===== src/rtl/dnn_pkg.sv =====
// Shared types and default latencies for the DNN training-sequence controller.
package dnn_pkg;

    typedef enum logic [2:0] {
        StIdle,
        StFetch,
        StFwd,
        StLatch,
        StBwd,
        StUpd,
        StNext,
        StDone
    } dnn_ctrl_state_t;

    localparam int unsigned DNN_FWD_LAT = 3;
    localparam int unsigned DNN_BWD_LAT = 3;

    function automatic int unsigned dnn_max(input int unsigned a, input int unsigned b);
        return (a > b) ? a : b;
    endfunction

endpackage


===== src/rtl/lat_cnt.sv =====
// Loadable up/down cycle counter with a terminal-count flag; shared by the
// forward and backward phases of the training controller.
module lat_cnt #(
    parameter int unsigned W = 3
) (
    input  logic         clk,
    input  logic         rst,
    input  logic         load_i,
    input  logic [W-1:0] load_val_i,
    input  logic         en_i,
    input  logic         down_i,
    input  logic [W-1:0] term_i,
    output logic         tc_o
);

    logic [W-1:0] cnt_q, cnt_d;

    always_comb begin
        cnt_d = cnt_q;
        if (load_i) begin
            cnt_d = load_val_i;
        end else if (en_i) begin
            cnt_d = down_i ? (cnt_q - W'(1)) : (cnt_q + W'(1));
        end
    end

    always_ff @(posedge clk or negedge rst) begin
        if (!rst) begin
            cnt_q <= '0;
        end else begin
            cnt_q <= cnt_d;
        end
    end

    assign tc_o = (cnt_q == term_i);

endmodule


===== src/rtl/dnn_train_ctrl.sv =====
// Training-sequence controller: fetch, forward timing, load, backward phase, weight write.
// Optional inference-only mode when DNN_CTRL_INFER_EN is defined.
module dnn_train_ctrl
    import dnn_pkg::*;
#(
    parameter int unsigned FWD_LAT  = DNN_FWD_LAT,
    parameter int unsigned BWD_LAT  = DNN_BWD_LAT,
    parameter int unsigned N_SAMPLE = 4,
    parameter int unsigned EP_W     = 8,
    localparam int unsigned SW      = (N_SAMPLE > 1) ? $clog2(N_SAMPLE) : 1
) (
    input  logic            clk,
    input  logic            rst,
    input  logic            start,
    input  logic            abort,
    input  logic [EP_W-1:0] n_epoch,
`ifdef DNN_CTRL_INFER_EN
    input  logic            infer,
`endif
    input  logic            i_valid,
    output logic            o_ready,
    output logic            load,
    output logic            bwd_en,
    output logic            wr,
    output logic [SW-1:0]   sample_idx,
    output logic [EP_W-1:0] epoch_idx,
    output logic            busy,
    output logic            done
);

    localparam int unsigned CW = $clog2(dnn_max(FWD_LAT, BWD_LAT)) + 1;

    dnn_ctrl_state_t state_q, state_d;
    logic [EP_W-1:0] n_ep_q, n_ep_d;
    logic [EP_W-1:0] epoch_q, epoch_d;
    logic [SW-1:0]   sample_q, sample_d;
    logic            infer_q;

    logic            cnt_load, cnt_en, cnt_tc;
    logic [CW-1:0]   cnt_term;
    logic            sample_last, epoch_last;
    logic [EP_W:0]   epoch_inc;

`ifdef DNN_CTRL_INFER_EN
    always_ff @(posedge clk or negedge rst) begin
        if (!rst) begin
            infer_q <= 1'b0;
        end else if (state_q == StIdle && start && !abort) begin
            infer_q <= infer;
        end
    end
`else
    assign infer_q = 1'b0;
`endif

    // One counter serves both phases; the terminal value follows the phase.
    assign cnt_term = (state_q == StBwd) ? CW'(BWD_LAT - 1) : CW'(FWD_LAT - 1);

    lat_cnt #(
        .W (CW)
    ) u_lat_cnt (
        .clk        (clk),
        .rst        (rst),
        .load_i     (cnt_load),
        .load_val_i ('0),
        .en_i       (cnt_en),
        .down_i     (1'b0),
        .term_i     (cnt_term),
        .tc_o       (cnt_tc)
    );

    assign sample_last = (sample_q == SW'(N_SAMPLE - 1));
    assign epoch_inc   = {1'b0, epoch_q} + (EP_W + 1)'(1);
    assign epoch_last  = (epoch_inc >= {1'b0, n_ep_q});

    always_comb begin
        state_d  = state_q;
        n_ep_d   = n_ep_q;
        epoch_d  = epoch_q;
        sample_d = sample_q;
        cnt_load = 1'b0;
        cnt_en   = 1'b0;
        load     = 1'b0;
        bwd_en   = 1'b0;
        wr       = 1'b0;

        unique case (state_q)
            StIdle: begin
                if (start) begin
                    n_ep_d   = (n_epoch == '0) ? EP_W'(1) : n_epoch;
                    epoch_d  = '0;
                    sample_d = '0;
                    state_d  = StFetch;
                end
            end
            StFetch: begin
                if (i_valid) begin
                    cnt_load = 1'b1;
                    state_d  = StFwd;
                end
            end
            StFwd: begin
                if (cnt_tc) begin
                    state_d = StLatch;
                end else begin
                    cnt_en = 1'b1;
                end
            end
            StLatch: begin
                load     = 1'b1;
                cnt_load = 1'b1;
                state_d  = infer_q ? StNext : StBwd;
            end
            StBwd: begin
                bwd_en = 1'b1;
                if (cnt_tc) begin
                    state_d = StUpd;
                end else begin
                    cnt_en = 1'b1;
                end
            end
            StUpd: begin
                wr      = 1'b1;
                state_d = StNext;
            end
            StNext: begin
                if (sample_last) begin
                    sample_d = '0;
                    if (epoch_q != '1) begin
                        epoch_d = epoch_inc[EP_W-1:0];
                    end
                    state_d = epoch_last ? StDone : StFetch;
                end else begin
                    sample_d = sample_q + SW'(1);
                    state_d  = StFetch;
                end
            end
            StDone: begin
                state_d = StIdle;
            end
            default: begin
                state_d = StIdle;
            end
        endcase

        // Abort wins over everything but leaves the indices where they were.
        if (abort) begin
            state_d  = StIdle;
            n_ep_d   = n_ep_q;
            epoch_d  = epoch_q;
            sample_d = sample_q;
            load     = 1'b0;
            bwd_en   = 1'b0;
            wr       = 1'b0;
        end
    end

    always_ff @(posedge clk or negedge rst) begin
        if (!rst) begin
            state_q  <= StIdle;
            n_ep_q   <= '0;
            epoch_q  <= '0;
            sample_q <= '0;
        end else begin
            state_q  <= state_d;
            n_ep_q   <= n_ep_d;
            epoch_q  <= epoch_d;
            sample_q <= sample_d;
        end
    end

    assign o_ready    = (state_q == StFetch);
    assign busy       = (state_q != StIdle);
    assign done       = (state_q == StDone);
    assign sample_idx = sample_q;
    assign epoch_idx  = epoch_q;

endmodule


===== config.mk =====
export PLATFORM = sky130hd
export DESIGN_NAME = dnn_train_ctrl
export DESIGN_NICKNAME = d
export VERILOG_FILES = /design/src/rtl/dnn_pkg.sv /design/src/rtl/lat_cnt.sv /design/src/rtl/dnn_train_ctrl.sv
export SDC_FILE = /design/constraint.sdc
export NUM_CORES = 1
export LEC_CHECK = 0
export CAP_MARGIN = 40
export CORE_MARGIN = 3
export CORE_UTILIZATION = 45
export DETAILED_ROUTE_END_ITERATION = 6
export GPL_ROUTABILITY_DRIVEN = 0
export HOLD_SLACK_MARGIN = 0.15
export PLACE_DENSITY = 0.73
export SYNTH_ARGS = -nofsm -noshare
export SYNTH_HDL_FRONTEND = slang
export SYNTH_SLANG_ARGS = --single-unit

===== constraint.sdc =====
create_clock -name clk -period 2.4 [get_ports clk]
set_input_delay 0.48 -clock clk [delete_from_list [all_inputs] [get_ports clk]]
set_output_delay 0.48 -clock clk [all_outputs]
set_load 0.02 [all_outputs]

== Word-level counts from Yosys, hierarchy flattened ==
Cells that the tools add are included.
W data, S select, Z words.
Word-level totals
  flip-flop bits (word level): 24
  output and inout bits: 16
Cells by class
  bitwise gates (word level): 1
  add/sub/neg operators: 3
  mux-type cells: 28
  equality and inequality tests: 17
  magnitude comparators: 1
  reduce and logical (&&, ||, !) cells: 10
Operator list (number)
  $mux W8: 4
  $mux W3: 9
  $pmux W3 S8: 1
  $pmux W8 S2: 1
  $eq A3 B3 Y1 const B: 4
  $ne A3 B3 Y1 const B: 4
  $add A8 B1 Y9 const B: 1
  $eq A3 B2 Y1 const B: 3
  $ge A9 B8 Y1: 1
  $mux W1: 9
  $logic_not A8 Y1: 1
  $ne A8 B8 Y1 const B: 1
  $ne A2 B2 Y1 const B: 3
  $reduce_and A3 Y1: 2
  $reduce_and A5 Y1: 1
  $mux W2: 2
  $pmux W2 S2: 1
  $reduce_and A4 Y1: 1
  $reduce_bool A2 Y1: 2
  $add A3 B1 Y3 const B: 1
  $eq A3 B1 Y1 const B: 1
  $logic_not A3 Y1: 1
  $reduce_bool A3 Y1: 1
  $add A2 B1 Y2 const B: 1
  other kinds (4): 4

== Logic depth before layout (Yosys ltp) ==
  word-level depth: 6
  gate-level depth with buffers: 9
  depth with buffers taken out: 9

== Cells and area by module ==
From an unflattened synthesis, not the netlist that was laid out.
Unflattened totals
  cell total of the unflattened synthesis: 186
  area, all modules: 1671.6 µm²
Modules (own cells, without submodules)
  dnn_train_ctrl: sequential area each 525.5 µm², area an instance 1453.9 µm², instances 1, cells each 163
  lat_cnt: sequential area each 75.1 µm², area an instance 217.7 µm², instances 1, cells each 23

== Worst setup path after synthesis ==
Ideal clock, no wire load.
  kind: register to register
  from: register epoch_q[0], in the netlist epoch_idx[0]
  to: register state_q[2]
  setup slack: 0.117 ns
  stages on the path, launching flop included: 10
  buffers on the path: 0
  setup time: 0.137 ns
  data required time: 2.263 ns
  period minus slack after synthesis: 2.283 ns
  data arrival time: 2.146 ns
  path through: dfrtp_1 > ha_1 > and4_1 > nand2_1 > xnor2_1 > ha_1 > a21oi_1 > o21ai_1 > a211oi_1 > a32oi_1
Between the ends
  word-level cells in the longest chain between the ends: 6
RTL lines
  start, declared: line dnn_train_ctrl.sv:35  | logic [EP_W-1:0] epoch_q, epoch_d;
  start signal, assigned: line dnn_train_ctrl.sv:167  | epoch_q <= epoch_d;
  $add A8 B1 Y9: line dnn_train_ctrl.sv:73  | assign epoch_inc = {1'b0, epoch_q} + (EP_W + 1)'(1);
  $ge A9 B8 Y1: line dnn_train_ctrl.sv:74  | assign epoch_last = (epoch_inc >= {1'b0, n_ep_q});
  $mux W3: line dnn_train_ctrl.sv:132  | state_d = epoch_last ? StDone : StFetch;
  $mux W3: line dnn_train_ctrl.sv:127  | if (sample_last) begin
  $pmux W3 S8: line dnn_train_ctrl.sv:87  | unique case (state_q)
  $mux W3: line dnn_train_ctrl.sv:147  | if (abort) begin
  end signal, assigned: line dnn_train_ctrl.sv:160  | state_q <= StIdle;
  end signal, assigned: line dnn_train_ctrl.sv:165  | state_q <= state_d;
  end, declared: line dnn_train_ctrl.sv:33  | dnn_ctrl_state_t state_q, state_d;
No other way between the ends.
A chain may end at the register's enable or synchronous reset.

== Worst setup path in the final report ==
  from: input abort
  to: output wr
Between the ends
  word-level cells in the longest chain between the ends: 1
RTL lines
  start, declared: line dnn_train_ctrl.sv:15  | input logic abort,
  $mux W1: line dnn_train_ctrl.sv:147
  end, declared: line dnn_train_ctrl.sv:24  | output logic wr,
No other way between the ends.

==> flow_summary_export.csv <==
group,metric,value,unit
status,status,"finished clean",
timing,fin_skew,0.00641,ns
floorplan,core-area,3200,um^2
logic_synthesis,yosysWarnings,0,
place,portBuffers,28,
logic_synthesis,syn_inst,169,
route,ant_nets,0,
route,viasPerCell,5.45,
logic_synthesis,yosysSeqAreaShare,37.8,%
setup_path,cp_max_fo,3,
cells_and_area,drive_above_1_share,15.7,%
logic_synthesis,synth.distinct_cells,41,
run,max_cap_viol_count,0,
clocking,clk_latency,0.32,ns
timing,final_max_slew_viol_count,0,
clocking,path_clk_slew,0.13,ns
clocking,cts_tree,"yes",
grt,grt_pass1_vias,1247,
logic_synthesis,avgSynthCellArea,9.40,um^2
floorplan,initial_utilization,49.6,%
power_and_ir_drop,power_leakage,0.926,nW
clocking,cts_root_buf,"clkbuf_4",
logic_synthesis,async_reset_ff_share,100,%
route,drc,0,
clocking,postCtsSetupBuffers,0,
timing,min_period,2.27,ns
place,place_hpwl,2.69,mm
floorplan,die_w,65.4,um
timing,setup_viol_count_final,0,
power_and_ir_drop,vdd.ir_drop.worst,0.291,mV
route,vias,1351,
timing,fmax,441,MHz
cells_and_area,diodes,0,
route,drt_pre_antenna_iters,4,
clocking,cts_buffers,3,
grt,gr-total-overflow,0,
route,dr.first_iter.drc_count,41,
timing,rsz0062_at_grt,"no",
worst_hold_path,hold_class,"primary input to asynchronous set/reset pin",
grt,grt_max_degree,25,
route,wl_per_cell,13.2,um
setup_path,cp_data_arrival_time,1.79,ns
timing,fin_crit_sh,94.6,%
logic_synthesis,synth-seq-cells,24,
grt,antenna_found_initial,0,
cells_and_area,nNetsFinal,230,
logic_synthesis,ys.flop_type,"dfrtp_1",
power_and_ir_drop,cellPowerDensity,463,nW/um^2
floorplan,num_rows,20,
logic_synthesis,synth-edff-count,0,
timing,worstMarginPinSlew,0.428,ns
clocking,htreeDepth,1,
setup_path,end_kind,"output port",
timing,hold_viol_final,0,
floorplan,io_pins,29,
timing,tns,0,ns
clocking,clkSinkCount,24,
clocking,clk_path_buf_depth,2,
cells_and_area,postLayoutCoreUtil,62.6,%
route,wl,3.28,mm
setup_path,worstSetupStartpointType,"primary input",
grt,track_usage,16.8,%
setup_path,required,1.92,ns
setup_path,worst-setup-path-type,"primary input to output port",
grt,grt_pass1_wl,5.66,mm
logic_synthesis,syn_nets,194,
cells_and_area,area.growth.synth_to_final,26.2,%
floorplan,die_h,65.4,um
timing,relSlewSlack,71.4,%
logic_synthesis,syn-cell-area,1590,um^2
floorplan,dieArea,4280,um^2
## worst max-delay path, stage by stage
cell             delay, ns
clkdlybuf4s50_1       0.46
nor3b_1               0.21
clkdlybuf4s50_1       0.63
## cell families after synthesis
kind of cell	count (synthesis)	synth area share (%)
multiplexers	9	6.23
flip-flops	24	37.8
AND/OR/NAND/NOR	59	20.3
buffers and inverters	19	5.91
adder cells (fa/ha/maj)	12	9.46
AO/OA/AOI/OAI	39	16.4
XOR/XNOR	7	3.86
## path summary, 6_finish.rpt
check,cells after the start,slack [ns],endpoint,from
max,3,0.13,wr,abort
min in group clk,2,0.52,n_ep_q[0],n_ep_q[0]
max reg2reg,9,0.25,state_q[2],epoch_idx[0]
min reg2reg,2,0.52,n_ep_q[0],n_ep_q[0]
min,2,0.50,epoch_idx[3],rst
max in group asynchronous,2,1.65,state_q[0],rst
## cells in the mapped netlist, types with 2 or more instances
library cell	n	area, um^2
o21ai_0	8	40.0
a22o_1	3	26.3
a211oi_1	3	22.5
mux2_2	7	78.8
nand2_1	20	75.1
o21ai_1	9	45.0
inv_1	10	37.5
and3_1	4	25.0
nand2b_1	4	25.0
clkbuf_1	3	11.3
buf_6	2	22.5
or3_1	2	12.5
xnor2_1	6	52.6
nand3_1	3	15.0
nor2b_1	2	12.5
o31ai_2	2	25.0
ha_1	12	150
a21oi_1	8	40.0
nor3b_1	2	15.0
nor2_1	8	30.0
mux2i_1	2	20.0
nor3_1	5	25.0
dfrtp_1	24	601
buf_2	3	15.0
## through the flow
| stage | total power [mW] | instances | hold WS (ns) | cell area (um^2) | worst slack, ns |
|---|---|---|---|---|---|
| finish | 0.929 | 248 | 0.502 | 2000 | 0.131 |
| global route | 0.993 | 248 | 0.528 | 2000 | 0.0496 |
| CTS | 0.941 | 248 | 0.505 | 1990 | 0.0175 |
| detailed placement | 0.729 | 244 | 0.496 | 1960 | 0.0596 |
| global placement | 0.704 | 244 | 0.478 | 1960 | 0.102 |
| floorplan | 0.640 | 169 | 0.184 | 1590 | 0.117 |
## state kept, by name, indices dropped and copies added, names as in the netlist
name	cells
epoch_idx	8
state_q	3
sample_idx	2
u_lat_cnt.cnt_q	3
n_ep_q	8
## metal layers
metal / vias to the layer above / GRT usage, % / share of wire [%]
met5: - / 0 / 0
met1: 654 / 21.5 / 47
li1: 664 / - / -
met2: 28 / 29.0 / 49
met3: 5 / 3.76 / 3.8
met4: 0 / 3.11 / 0.82
## cells in the final DEF (no fill, tap or decap), drive strengths merged, types with 2 or more instances in the layout
cell / netlist / final
or2: 2 / 2
o31ai: 2 / 2
or3: 2 / 2
a22o: 3 / 3
nor2: 8 / 8
inv: 10 / 10
a21oi: 8 / 8
clkbuf: 3 / 4
nor3: 5 / 5
o21ai: 17 / 17
nor2b: 2 / 2
dfrtp: 24 / 24
a211oi: 3 / 3
nand2b: 4 / 4
mux2: 7 / 7
xnor2: 6 / 6
nand2: 20 / 20
buf: 6 / 12
dlymetal6s2s: 0 / 2
ha: 12 / 12
nor3b: 4 / 4
mux2i: 2 / 2
nand3: 4 / 4
and3: 4 / 4
clkdlybuf4s50: 0 / 26
## where the power goes
group,internal (mW),leakage (nW),total [mW],switching (mW)
Combinational,0.116,0.591,0.230,0.114
Clock,0.0928,0.0210,0.212,0.119
Sequential,0.454,0.314,0.487,0.0329
## area by class of cell
class	instances	area, um^2
Fill cell	296	1200
Multi-Input combinational cell	126	898
Sequential cell	24	602
Timing Repair Buffer	40	375
Tap cell	44	55.1
Inverter	10	37.5
Clock buffer	4	36.3
## timing repair
action,in CTS,in global routing
setup endpoints to repair,0,4
resized for setup,0,4
hold buffers,0,0
Power figures use the tool's default switching activity.
